## src/rtl/decode_issue_stage.sv

```systemverilog
// Decode/issue stage: turns fetched RV32I words into ALU commands and holds
// them in a two-entry skid buffer so the fetch-side ready comes from a flop.
package decode_issue_pkg;
  typedef enum logic [3:0] {
    ALU_ADD  = 4'd0,
    ALU_SUB  = 4'd1,
    ALU_SLL  = 4'd2,
    ALU_SLT  = 4'd3,
    ALU_XOR  = 4'd4,
    ALU_SRL  = 4'd5,
    ALU_SRA  = 4'd6,
    ALU_AND  = 4'd7,
    ALU_OR   = 4'd8,
    ALU_ADDI = 4'd9,
    ALU_EQL  = 4'd10
  } ALU_func_t;

  typedef struct packed {
    ALU_func_t   alu_func;
    logic [4:0]  rs1;
    logic [4:0]  rs2;
    logic [4:0]  rd;
    logic [31:0] imm;
    logic        src2_imm;
    logic        rd_we;
    logic        is_branch;
    logic        illegal;
    logic [31:0] pc;
  } entry_t;
endpackage

module decode_issue_stage
  import decode_issue_pkg::*;
#(
  parameter int CNT_W = 16
) (
  input  logic              clk,
  input  logic              rst,
  input  logic              flush,
  input  logic              in_valid,
  output logic              in_ready,
  input  logic [31:0]       in_instr,
  input  logic [31:0]       in_pc,
  output logic              out_valid,
  input  logic              out_ready,
  output ALU_func_t         out_alu_func,
  output logic [4:0]        out_rs1,
  output logic [4:0]        out_rs2,
  output logic [4:0]        out_rd,
  output logic signed [31:0] out_imm,
  output logic              out_src2_imm,
  output logic              out_rd_we,
  output logic              out_is_branch,
  output logic              out_illegal,
  output logic [31:0]       out_pc,
  output logic [CNT_W-1:0]  illegal_count
);

  logic [6:0] opcode;
  logic [2:0] funct3;
  logic [6:0] funct7;
  logic       legal;
  entry_t     dec;

  logic       main_valid_q, main_valid_d;
  logic       skid_valid_q, skid_valid_d;
  entry_t     main_q, main_d;
  entry_t     skid_q, skid_d;
  logic [CNT_W-1:0] count_q, count_d;
  logic       accept;
  logic       drain;

  assign opcode = in_instr[6:0];
  assign funct3 = in_instr[14:12];
  assign funct7 = in_instr[31:25];

  always_comb begin
    dec           = '0;
    legal         = 1'b0;
    dec.alu_func  = ALU_ADD;
    dec.rs1       = in_instr[19:15];
    dec.rs2       = in_instr[24:20];
    dec.rd        = in_instr[11:7];
    dec.pc        = in_pc;
    case (opcode)
      7'b0110011: begin
        if (funct7 == 7'b0000000) begin
          legal = 1'b1;
          case (funct3)
            3'b000:  dec.alu_func = ALU_ADD;
            3'b001:  dec.alu_func = ALU_SLL;
            3'b010:  dec.alu_func = ALU_SLT;
            3'b100:  dec.alu_func = ALU_XOR;
            3'b101:  dec.alu_func = ALU_SRL;
            3'b110:  dec.alu_func = ALU_OR;
            3'b111:  dec.alu_func = ALU_AND;
            default: legal = 1'b0;
          endcase
        end else if (funct7 == 7'b0100000) begin
          if (funct3 == 3'b000) begin
            legal        = 1'b1;
            dec.alu_func = ALU_SUB;
          end else if (funct3 == 3'b101) begin
            legal        = 1'b1;
            dec.alu_func = ALU_SRA;
          end
        end
      end
      7'b0010011: begin
        dec.imm      = {{20{in_instr[31]}}, in_instr[31:20]};
        dec.src2_imm = 1'b1;
        legal        = 1'b1;
        case (funct3)
          3'b000: begin
            dec.alu_func = ALU_ADDI;
            dec.src2_imm = 1'b0;
          end
          3'b010: dec.alu_func = ALU_SLT;
          3'b100: dec.alu_func = ALU_XOR;
          3'b110: dec.alu_func = ALU_OR;
          3'b111: dec.alu_func = ALU_AND;
          3'b001: begin
            dec.imm      = {27'd0, in_instr[24:20]};
            dec.alu_func = ALU_SLL;
            legal        = (funct7 == 7'b0000000);
          end
          3'b101: begin
            dec.imm      = {27'd0, in_instr[24:20]};
            dec.alu_func = (funct7 == 7'b0100000) ? ALU_SRA : ALU_SRL;
            legal        = (funct7 == 7'b0000000) || (funct7 == 7'b0100000);
          end
          default: legal = 1'b0;
        endcase
      end
      7'b1100011: begin
        if (funct3 == 3'b000) begin
          legal         = 1'b1;
          dec.alu_func  = ALU_EQL;
          dec.is_branch = 1'b1;
          dec.imm       = {{20{in_instr[31]}}, in_instr[7], in_instr[30:25],
                           in_instr[11:8], 1'b0};
        end
      end
      default: legal = 1'b0;
    endcase
    // Illegal entries carry a neutral command so downstream never acts on them.
    if (legal) begin
      dec.rd_we = !dec.is_branch && (dec.rd != 5'd0);
    end else begin
      dec.illegal   = 1'b1;
      dec.alu_func  = ALU_ADD;
      dec.rd_we     = 1'b0;
      dec.is_branch = 1'b0;
      dec.src2_imm  = 1'b0;
    end
  end

  assign accept = in_valid && in_ready && !flush;
  assign drain  = main_valid_q && out_ready;

  always_comb begin
    main_valid_d = main_valid_q;
    skid_valid_d = skid_valid_q;
    main_d       = main_q;
    skid_d       = skid_q;
    count_d      = count_q;
    if (flush) begin
      main_valid_d = 1'b0;
      skid_valid_d = 1'b0;
    end else if (!main_valid_q || drain) begin
      // A full skid blocks acceptance, so only one source can refill main.
      if (skid_valid_q) begin
        main_d       = skid_q;
        main_valid_d = 1'b1;
        skid_valid_d = 1'b0;
      end else if (accept) begin
        main_d       = dec;
        main_valid_d = 1'b1;
      end else begin
        main_valid_d = 1'b0;
      end
    end else if (accept) begin
      skid_d       = dec;
      skid_valid_d = 1'b1;
    end
    if (accept && dec.illegal && (count_q != {CNT_W{1'b1}})) begin
      count_d = count_q + {{(CNT_W-1){1'b0}}, 1'b1};
    end
  end

  always_ff @(posedge clk or posedge rst) begin
    if (rst) begin
      main_valid_q <= 1'b0;
      skid_valid_q <= 1'b0;
      main_q       <= '0;
      skid_q       <= '0;
      count_q      <= '0;
    end else begin
      main_valid_q <= main_valid_d;
      skid_valid_q <= skid_valid_d;
      main_q       <= main_d;
      skid_q       <= skid_d;
      count_q      <= count_d;
    end
  end

  assign in_ready      = !skid_valid_q;
  assign out_valid     = main_valid_q;
  assign out_alu_func  = main_q.alu_func;
  assign out_rs1       = main_q.rs1;
  assign out_rs2       = main_q.rs2;
  assign out_rd        = main_q.rd;
  assign out_imm       = main_q.imm;
  assign out_src2_imm  = main_q.src2_imm;
  assign out_rd_we     = main_q.rd_we;
  assign out_is_branch = main_q.is_branch;
  assign out_illegal   = main_q.illegal;
  assign out_pc        = main_q.pc;
  assign illegal_count = count_q;

endmodule
```

## config.mk

```make
export PLATFORM = sky130hd
export DESIGN_NAME = decode_issue_stage
export DESIGN_NICKNAME = d
export VERILOG_FILES = /design/src/rtl/decode_issue_stage.sv
export SDC_FILE = /design/constraint.sdc
export NUM_CORES = 1
export LEC_CHECK = 0
export CAP_MARGIN = 20
export CORE_MARGIN = 4
export CORE_UTILIZATION = 40
export DETAILED_ROUTE_END_ITERATION = 10
export PLACE_DENSITY = 0.69
export SYNTH_ARGS = -nofsm -noshare
export SYNTH_HDL_FRONTEND = slang
export SYNTH_SLANG_ARGS = --single-unit
```

## constraint.sdc

```tcl
create_clock -name clk -period 12.7 [get_ports clk]
set_input_delay 1.905 -clock clk [delete_from_list [all_inputs] [get_ports clk]]
set_output_delay 1.905 -clock clk [all_outputs]
set_load 0.01 [all_outputs]
```

==> key figures, run 1 <==
Outcome
  – Status: completed

Finish
  – Layout cell share with drive strength beyond 1: 12.5%
  – Fin util: 54.5%
  – Most common cell after layout, fill and taps aside: clkdlybuf4s50_1
  – Highest-count cells in the layout ignoring fill and taps: clkdlybuf4s50_1 (173), dfrtp_1 (153), nand2_1 (89)
  – Fin area: 9450 um2
  – Nets: 856
  – Layout area overhead: 33.3%

Power and ir drop
  – Leakage Power: 3.96 nW
  – VDD IR-drop max: 97.4 uV
  – PD cells: 148 nW/um2

Detailed routing
  – Final antenna-violating net count: 0
  – Routed vias: 5318
  – WL final: 17200 um
  – # DRC: 0
  – Wire per inst: 16.7 um
  – Initial DRC count: 305
  – Vias per Instance: 5.19
  – Detailed Routing Iterations Pass 1: 5

Logic synthesis
  – Yosys warns: 0
  – Synth Register Bits: 154
  – Distinct cells, synth: 53
  – Post-synth EDFFs: 0
  – Syn_nets: 724
  – Fraction of registers with async set/reset: 100%
  – Top_reg_cell synth: dfrtp_1
  – Mapped Cells: 654
  – Register area share after synthesis: 54.3%
  – Mapped Area: 7090 um2
  – Mean post-synth cell area: 10.8 um2

Die
  – Row cnt: 48
  – Die area: 19900 um2
  – Initial Util: 40.9%
  – Die X-Extent: 141 um
  – Core box area: 17400 um2
  – DIE HEIGHT: 141 um
  – I/O pin cnt: 174

Timing
  – Slew HR: 28.8%
  – Final setup viols: 0
  – Peak Freq: 240 MHz
  – Post-route minimum period: 4.17 ns
  – Final Skew: 0.00795 ns
  – RSZ-0062 raised after global routing: false
  – Hold WS: 0.470 ns
  – Final Cycle Share: 32.8%
  – Post-Route Setup TNS: 0 ns
  – Final worst setup slack: 8.53 ns
  – Final Max Tran Viols: 0
  – Final hold violation count: 0
  – Slew @ Worst Pin: 1.07 ns

Clocking
  – Post-CTS Setup Inserts: 0
  – Number of CTS-inserted buffers: 17
  – Resized Gates After CTS: 0
  – Clk buf depth: 2
  – CTS Hold Buffers Added: 0
  – H-tree Lvls: 4
  – TritonCTS Sinks: 154
  – CTS tree: done
  – Root buf cell: clkbuf_16
  – Clk slew on worst S/H paths: 0.06 ns
  – Clock Latency Late Sink: 0.42 ns

Setup path
  – R2r endpoint: skid_q[12]
  – WS Path Type: in -> reg
  – Reg2reg path depth: 4
  – Type of origin of the critical path: primary input
  – Worst EP arrival: 4.51 ns
  – Crit Path Max Fanout: 12
  – Worst EP required: 13.04 ns
  – Worst r2r src: skid_valid_q
  – Setup crit end kind: flop
  – Reg2Reg Setup Slack: 9.50 ns

Global route
  – Gr ovfl total: 0
  – Number of global-route vias before repair: 5294
  – GRT Overall Usage: 17.4%
  – Largest net degree at the start of global routing: 124
  – First-pass GRT wire length: 27700 um
  – Initial antenna violation count: 1

Worst hold path
  – Min-delay worst type: reg -> reg
  – WHS Endpoint: skid_q[85]
  – Hold Path Cell Cnt: 2
  – Hold_sp: skid_q[85]

Place
  – Dpl ws: 8.11 ns
  – PortBufs: 173
  – Placed cell area: 8810 um2
  – Detailed Place HPWL: 11700 um
  – Placer Congestion: 0.851

Run
  – MaxCap Viol Count: 0
[logic make-up (layout without fill, tap and decap cells)]
logic type,Yosys count,in the layout,synth area share [%]
other,0,1,0
multiplexers,97,97,14.6
AND/OR/NAND/NOR,183,183,13.1
adder cells (fa/ha/maj),1,1,0.176
flip-flops,154,154,54.3
AO/OA/AOI/OAI,135,135,10.8
XOR/XNOR,17,17,2.10
buffers and inverters,67,212,4.92
[critical path: stages]
cell	delay, ns
clkdlybuf4s50_1	0.47
nor4_1	0.60
and2_1	0.27
o211a_1	0.49
nor3_2	0.19
or4_1	0.43
a21oi_1	0.16
[sequential cells by signal, indices dropped and copies added (netlist names), 4 cells and up]
name	cells
illegal_count	16
out_imm	13
out_alu_func	4
out_pc	32
out_rs1	5
out_rs2	5
out_rd	5
skid_q	68
[synthesized netlist by cell type, drive strengths merged (4+ instances only)]
cell	n	share of area [%]
or3	5	0.51
mux2i	48	6.8
and2	4	0.35
o21a	7	0.74
nand3	9	0.64
a21oi	27	1.9
xnor2	8	0.99
dfrtp	154	54
o21ai	80	5.7
clkbuf	32	1.7
and3	6	0.53
and4	4	0.49
nand2	90	4.8
nand4	9	0.79
buf	32	3.1
mux2	49	7.8
nor4	4	0.74
nor3	13	1.1
nor2	19	1.0
a22oi	4	0.42
xor2	9	1.1
[routing by layer]
metal	part of all wire, %	wire length, um	track usage (%)	up-vias
li1	-	-	-	2541
met1	44	7510	22.2	2618
met2	50	8500	28.5	135
met5	0	0	0	-
met4	2.2	372	7.60	0
met3	4.5	766	3.80	24
[per-stage QoR]
stage,cells,total power [mW]
final,1025,1.40
after detailed placement,990,0.902
after floorplan,654,0.756
after global routing,1025,1.47
after global placement,990,0.887
after CTS,1022,1.42
[final cells by class]
cell class	instances	area (um2)
sequential	154	3860
multi-input combinational	433	2910
clock buffer	18	439
antenna	1	2.50
timing repair buffer	177	1790
tap	225	282
fill	1501	7900
inverter	3	16.3
clock inverter	14	164
[worst max path at each step]
stage / startpoint / endpoint / cells after the start
after global routing: in_instr[31] / out_src2_imm / 7
final: in_instr[31] / out_src2_imm / 7
after detailed placement: in_instr[4] / out_src2_imm / 7
after global placement: in_instr[31] / out_src2_imm / 7
after floorplan: rst / illegal_count[0] / 1
after CTS: in_instr[4] / out_src2_imm / 7
[report_power, final]
part           switching, mW  internal, mW
logic                  0.115         0.158
clock network          0.211         0.299
registers             0.0495         0.568
Note: power is estimated with default switching activity, not from simulation.
==> inputs of run 2 (changes only) <==
Clock period 12.7 ns to 3.98 ns, I/O delays scaled along.
==> key figures, run 2 (same netlist as run 1, synthesis figures left out) <==
Die
  – DIE HEIGHT: 141 um (unchanged)
  – I/O pin cnt: 174 (unchanged)
  – Die X-Extent: 141 um (unchanged)
  – Core box area: 17400 um2 (unchanged)
  – Die area: 19900 um2 (unchanged)
  – Initial Util: 40.9% (unchanged)
  – Row cnt: 48 (unchanged)

Setup path
  – Crit Path Max Fanout: 12 (unchanged)
  – Setup crit end kind: flop
  – Type of origin of the critical path: primary input
  – CP Capture Point: out_src2_imm
  – Worst r2r src: skid_valid_q
  – Worst EP arrival: 3.17 ns (-1.34 ns)
  – Reg2reg path depth: 4 (unchanged)
  – WS Path Type: in -> reg
  – Reg2Reg Setup Slack: 1.35 ns (-8.15 ns)
  – Worst EP required: 4.31 ns (-8.73 ns)
  – Crit. Startpoint: in_instr[4]
  – R2r endpoint: skid_q[32]

Power and ir drop
  – Switch Pwr: 1.18 mW (+220%)
  – Reg power frac: 45.2% (+1.1 points)
  – PD cells: 463 nW/um2 (+210%)
  – Leakage Power: 3.94 nW (-0.40%)
  – Combinational Power Share: 19.6% (+0.2 points)
  – Clock network power share: 35.2% (-1.3 points)
  – Internal power: 3.19 mW (+210%)
  – VDD IR-drop max: 303 uV (+210%)
  – Switching Fraction: 27.1% (+0.29 points)

Timing
  – Final Skew: 0.00577 ns (-0.00218 ns)
  – Peak Freq: 352 MHz
  – RSZ-0062 raised after global routing: false
  – Post-Route Setup TNS: 0 ns (unchanged)
  – Final Cycle Share: 71.3%
  – Slew HR: 36.2% (+7.4 points)
  – Final worst setup slack: 1.14 ns (-7.39 ns)
  – Final Max Tran Viols: 0 (unchanged)
  – Hold WS: 0.477 ns (+0.00743 ns)
  – Final hold violation count: 0 (unchanged)
  – Post-route minimum period: 2.84 ns
  – Slew @ Worst Pin: 0.958 ns (-0.111 ns)
  – Final setup viols: 0 (unchanged)

Clocking
  – Resized Gates After CTS: 0 (unchanged)
  – CTS Hold Buffers Added: 0 (unchanged)
  – Post-CTS Setup Inserts: 0 (unchanged)
  – H-tree Lvls: 4 (unchanged)
  – Clock Latency Late Sink: 0.42 ns (about the same)
  – CTS tree: done
  – Root buf cell: clkbuf_16
  – Number of CTS-inserted buffers: 17 (unchanged)
  – Clk slew on worst S/H paths: 0.06 ns (about the same)
  – TritonCTS Sinks: 154 (unchanged)
  – Clk buf depth: 2 (unchanged)

Finish
  – Highest-count cells in the layout ignoring fill and taps: clkdlybuf4s50_1 (173), dfrtp_1 (153), nand2_1 (89)
  – Fin area: 9430 um2 (-0.21%)
  – Max reg flops: 68 (unchanged)
  – Layout cell share with drive strength beyond 1: 12.6% (+0.11 points)
  – Most common cell after layout, fill and taps aside: clkdlybuf4s50_1
  – Nets: 858 (+0.23%)
  – Layout area overhead: 33.0%
  – Biggest register: skid_q

Detailed routing
  – Routed vias: 5290 (-0.53%)
  – WL final: 17100 um (-0.13%)
  – Final antenna-violating net count: 0 (unchanged)
  – # DRC: 0 (unchanged)
  – Wire per inst: 16.7 um (-0.23%)
  – Detailed Routing Iterations Pass 1: 5 (unchanged)
  – Vias per Instance: 5.16 (-0.62%)
  – Initial DRC count: 353 (+16%)

Global route
  – Number of global-route vias before repair: 5513 (+4.1%)
  – Gr ovfl total: 0 (unchanged)
  – First-pass GRT wire length: 28100 um (+1.3%)
  – Largest net degree at the start of global routing: 155 (+25%)
  – GRT Overall Usage: 17.6% (+0.20 points)
  – Initial antenna violation count: 1 (unchanged)

Worst hold path
  – Min-delay worst type: reg -> reg

Place
  – Placer Congestion: 0.891 (+4.7%)
  – PortBufs: 173 (unchanged)
  – Placed cell area: 8850 um2 (+0.53%)
  – Detailed Place HPWL: 11800 um (+1.5%)
  – Dpl ws: 0.722 ns (-7.39 ns)

Run
  – MaxCap Viol Count: 0 (unchanged)

Outcome
  – Status: completed
-- run 2: layout make-up --
cell class | count | area [um2]
fillers | 1500 | 7920
flip-flops and latches | 154 | 3860
multi-input cells | 433 | 2910
repair buffers | 179 | 1810
clock buffers | 17 | 425
well taps | 225 | 282
clock inverters | 14 | 139
inverters | 3 | 15.0
diodes | 1 | 2.50
-- run 2: worst min path at each step --
stage	cells past startpoint	endpoint	start
floorplan	2	skid_q[83]	skid_q[83]
global placement	1	skid_q[84]	skid_q[84]
detailed placement	2	skid_q[35]	skid_q[35]
CTS	2	skid_q[35]	skid_q[35]
global route	2	out_rs1[4]	out_rs1[4]
finish	2	skid_q[86]	skid_q[86]
-- run 2: metal layers --
| layer | wire (um) | GRT usage [%] | vias up | share of wire [%] |
|---|---|---|---|---|
| met5 | 0 | 0 | - | 0 |
| li1 | - | - | 2550 | - |
| met2 | 8520 | 29.7 | 130 | 50 |
| met3 | 836 | 3.97 | 22 | 4.9 |
| met1 | 7440 | 22.1 | 2588 | 43 |
| met4 | 332 | 6.63 | 0 | 1.9 |
-- run 2: power groups by stage --
| stage | clock network, mW | logic (mW) | registers, mW |
|---|---|---|---|
| 2_1_floorplan | 0 | 0.393 | 2.02 |
| 3_3_place_gp | 0 | 0.850 | 1.98 |
| 3_5_place_dp | 0 | 0.871 | 2.00 |
| 4_1_cts | 1.59 | 0.874 | 1.97 |
| 5_1_grt | 1.65 | 0.939 | 2.01 |
| 6_report | 1.54 | 0.859 | 1.97 |
-- run 2: through the flow --
stage	util, %	cells	power (mW)
floorplan	-	654	2.41
global placement	51.0	993	2.83
detailed placement	51.0	993	2.87
CTS	54.3	1024	4.44
global route	54.3	1026	4.59
finish	54.3	1026	4.37
-- run 2: critical path, cell delays in order --
cell and delay (ns):
clkdlybuf4s50_1 0.50, nor3b_1 0.40, and2_1 0.40, o211a_1 0.52, nor3_2 0.18, or4_1 0.43
a21oi_1 0.14
==> inputs of run 3 (changes only) <==
Clock period 3.98 ns to 2.8 ns, I/O delays scaled along.
==> key figures, run 3 (same netlist as run 1, synthesis figures left out) <==
Place
  – PortBufs: 173 (unchanged)
  – Placed cell area: 9000 um2 (+1.7%)
  – Dpl cells: 1011 (+1.8%)
  – Placer Congestion: 0.911 (+2.2%)
  – Detailed Place HPWL: 12300 um (+3.7%)
  – Dpl ws: 0.103 ns (-0.618 ns)

Timing
  – Hold WS: 0.394 ns (-0.0837 ns)
  – Slew HR: 54.6% (+18 points)
  – Peak Freq: 433 MHz
  – Final setup viols: 0 (unchanged)
  – Post-Route Setup TNS: 0 ns (unchanged)
  – Final Cycle Share: 82.5%
  – Final worst setup slack: 0.491 ns (-0.651 ns)
  – Final hold violation count: 0 (unchanged)
  – Slew @ Worst Pin: 0.681 ns (-0.276 ns)
  – RSZ-0062 raised after global routing: false
  – Post-route minimum period: 2.31 ns
  – Final Max Tran Viols: 0 (unchanged)
  – Final Skew: 0.00936 ns (+0.00358 ns)

Detailed routing
  – WL final: 17300 um (+1.2%)
  – Final antenna-violating net count: 0 (unchanged)
  – Vias per Instance: 5.10 (-1.1%)
  – Wire per inst: 16.6 um (-0.55%)
  – Routed vias: 5322 (+0.60%)
  – # DRC: 0 (unchanged)
  – Initial DRC count: 332 (-5.9%)
  – Detailed Routing Iterations Pass 1: 4 (-1)

Power and ir drop
  – Reg power frac: 44.8% (-0.4 points)
  – Combinational Power Share: 20.0% (+0.4 points)
  – VDD IR-drop max: 406 uV (+34%)
  – Switch Pwr: 1.71 mW (+44%)
  – Leakage Power: 4.03 nW (+2.1%)
  – PD cells: 653 nW/um2 (+41%)
  – Overall power: 6.25 mW (+43%)
  – Internal power: 4.54 mW (+43%)
  – Switching Fraction: 27.3% (+0.21 points)
  – Clock network power share: 35.2% (about the same)

Finish
  – Layout area overhead: 35.0%
  – Fin area: 9570 um2 (+1.5%)
  – Layout cell share with drive strength beyond 1: 14.4% (+1.8 points)
  – Non-filler cells, final: 1044 (+1.8%)
  – Biggest register: skid_q
  – Storage element area: 3860 um2 (unchanged)
  – # fillers: 1479 (-1.4%)
  – Most common cell after layout, fill and taps aside: clkdlybuf4s50_1
  – Fin util: 55.1% (+0.80 points)
  – Highest-count cells in the layout ignoring fill and taps: clkdlybuf4s50_1 (173), dfrtp_1 (153), nand2_1 (89)
  – Area of the multi-input gates: 2910 um2 (unchanged)
  – Nets: 875 (+2.0%)
  – Max reg flops: 68 (unchanged)

Global route
  – Largest net degree at the start of global routing: 89 (-43%)
  – Initial antenna violation count: 1 (unchanged)
  – GRT Overall Usage: 17.7% (+0.073 points)
  – Number of global-route vias before repair: 5452 (-1.1%)
  – First-pass GRT wire length: 28000 um (-0.17%)
  – Gr ovfl total: 0 (unchanged)

Clocking
  – H-tree Lvls: 4 (unchanged)
  – Number of CTS-inserted buffers: 17 (unchanged)
  – Clk slew on worst S/H paths: 0.06 ns (about the same)
  – Post-CTS Setup Inserts: 0 (unchanged)
  – CTS tree: done
  – TritonCTS Sinks: 154 (unchanged)
  – Clock Latency Late Sink: 0.42 ns (about the same)
  – CTS Hold Buffers Added: 0 (unchanged)
  – Clk buf depth: 2 (unchanged)
  – Root buf cell: clkbuf_16
  – Resized Gates After CTS: 0 (unchanged)

Die
  – Initial Util: 40.9% (unchanged)
  – Row cnt: 48 (unchanged)
  – Core box area: 17400 um2 (unchanged)
  – I/O pin cnt: 174 (unchanged)
  – DIE HEIGHT: 141 um (unchanged)
  – Die area: 19900 um2 (unchanged)
  – Die X-Extent: 141 um (unchanged)

Worst hold path
  – Min-delay worst type: in -> async

Setup path
  – WS Path Type: in -> reg
  – Slowest cell on crit path: clkdlybuf4s50_1
  – Crit path max-delay family: simple AND/OR/NAND/NOR gates
  – Worst EP arrival: 2.61 ns (-0.56 ns)
  – Setup crit end kind: flop
  – WP buf/inv: 2 (+1)
  – CP Cell Sequence: clkdlybuf4s50_1 -> nor4_1 -> buf_4 -> and2_1 -> o211a_1 -> nor3_2 -> mux2_2
  – Crit Path Max Fanout: 8 (-4)
  – CP peak stage delay: 0.53 ns (about the same)
  – Type of origin of the critical path: primary input
  – Worst EP required: 3.10 ns (-1.21 ns)

Outcome
  – Status: completed

Run
  – MaxCap Viol Count: 0 (unchanged)
==> run 3: cell types whose count changed in the layout (fill, tap and decap cells not counted) <==
cell,change
buf_12,+1
buf_4,+17
clkinvlp_4,+1
buf_6,-1
clkbuf_1,+1
clkinv_4,-1
==> run 3: routing by layer <==
layer	wire, um	track usage, %	share of wire, %
met4	320	6.12	1.8
met5	0	0	0
met1	7640	22.8	44
met2	8560	29.4	49
met3	812	4.00	4.7
==> run 3: worst register-to-register path, delay by kind of cell, from the launching register on <==
kind / cells / cell delay, ns
AND/OR/NAND/NOR: 4 / 0.89
flip-flops: 1 / 0.42
multiplexers: 1 / 0.40
adder cells (fa/ha/maj): 1 / 0.33
==> run 3: worst paths after layout <==
| check | start | endpoint | slack, ns | cells after the start |
|---|---|---|---|---|
| worst max-delay path | in_instr[31] | illegal_count[1] | 0.49 | 7 |
| worst min-delay path | rst | out_rs2[4] | 0.39 | 2 |
| worst max register to register | illegal_count[0] | illegal_count[1] | 0.64 | 6 |
| worst min register to register | skid_q[84] | skid_q[84] | 0.47 | 1 |
| max in group asynchronous | rst | out_pc[28] | 1.76 | 3 |
| min in group clk | skid_q[84] | skid_q[84] | 0.47 | 1 |
==> run 3: layout make-up <==
type	instances	share of cell area, %
diodes	1	0.0261
multi-input cells	433	30.4
inverters	3	0.157
flip-flops and latches	154	40.3
clock inverters	14	1.44
repair buffers	196	20.3
clock buffers	18	4.48
well taps	225	2.94
==> run 3: power by group through the flow <==
stage	Clock, mW	Combinational (mW)	Sequential [mW]
floorplan	0	0.558	2.87
global placement	0	1.23	2.81
detailed placement	0	1.26	2.84
CTS	2.26	1.27	2.80
global route	2.35	1.36	2.85
finish	2.20	1.25	2.80
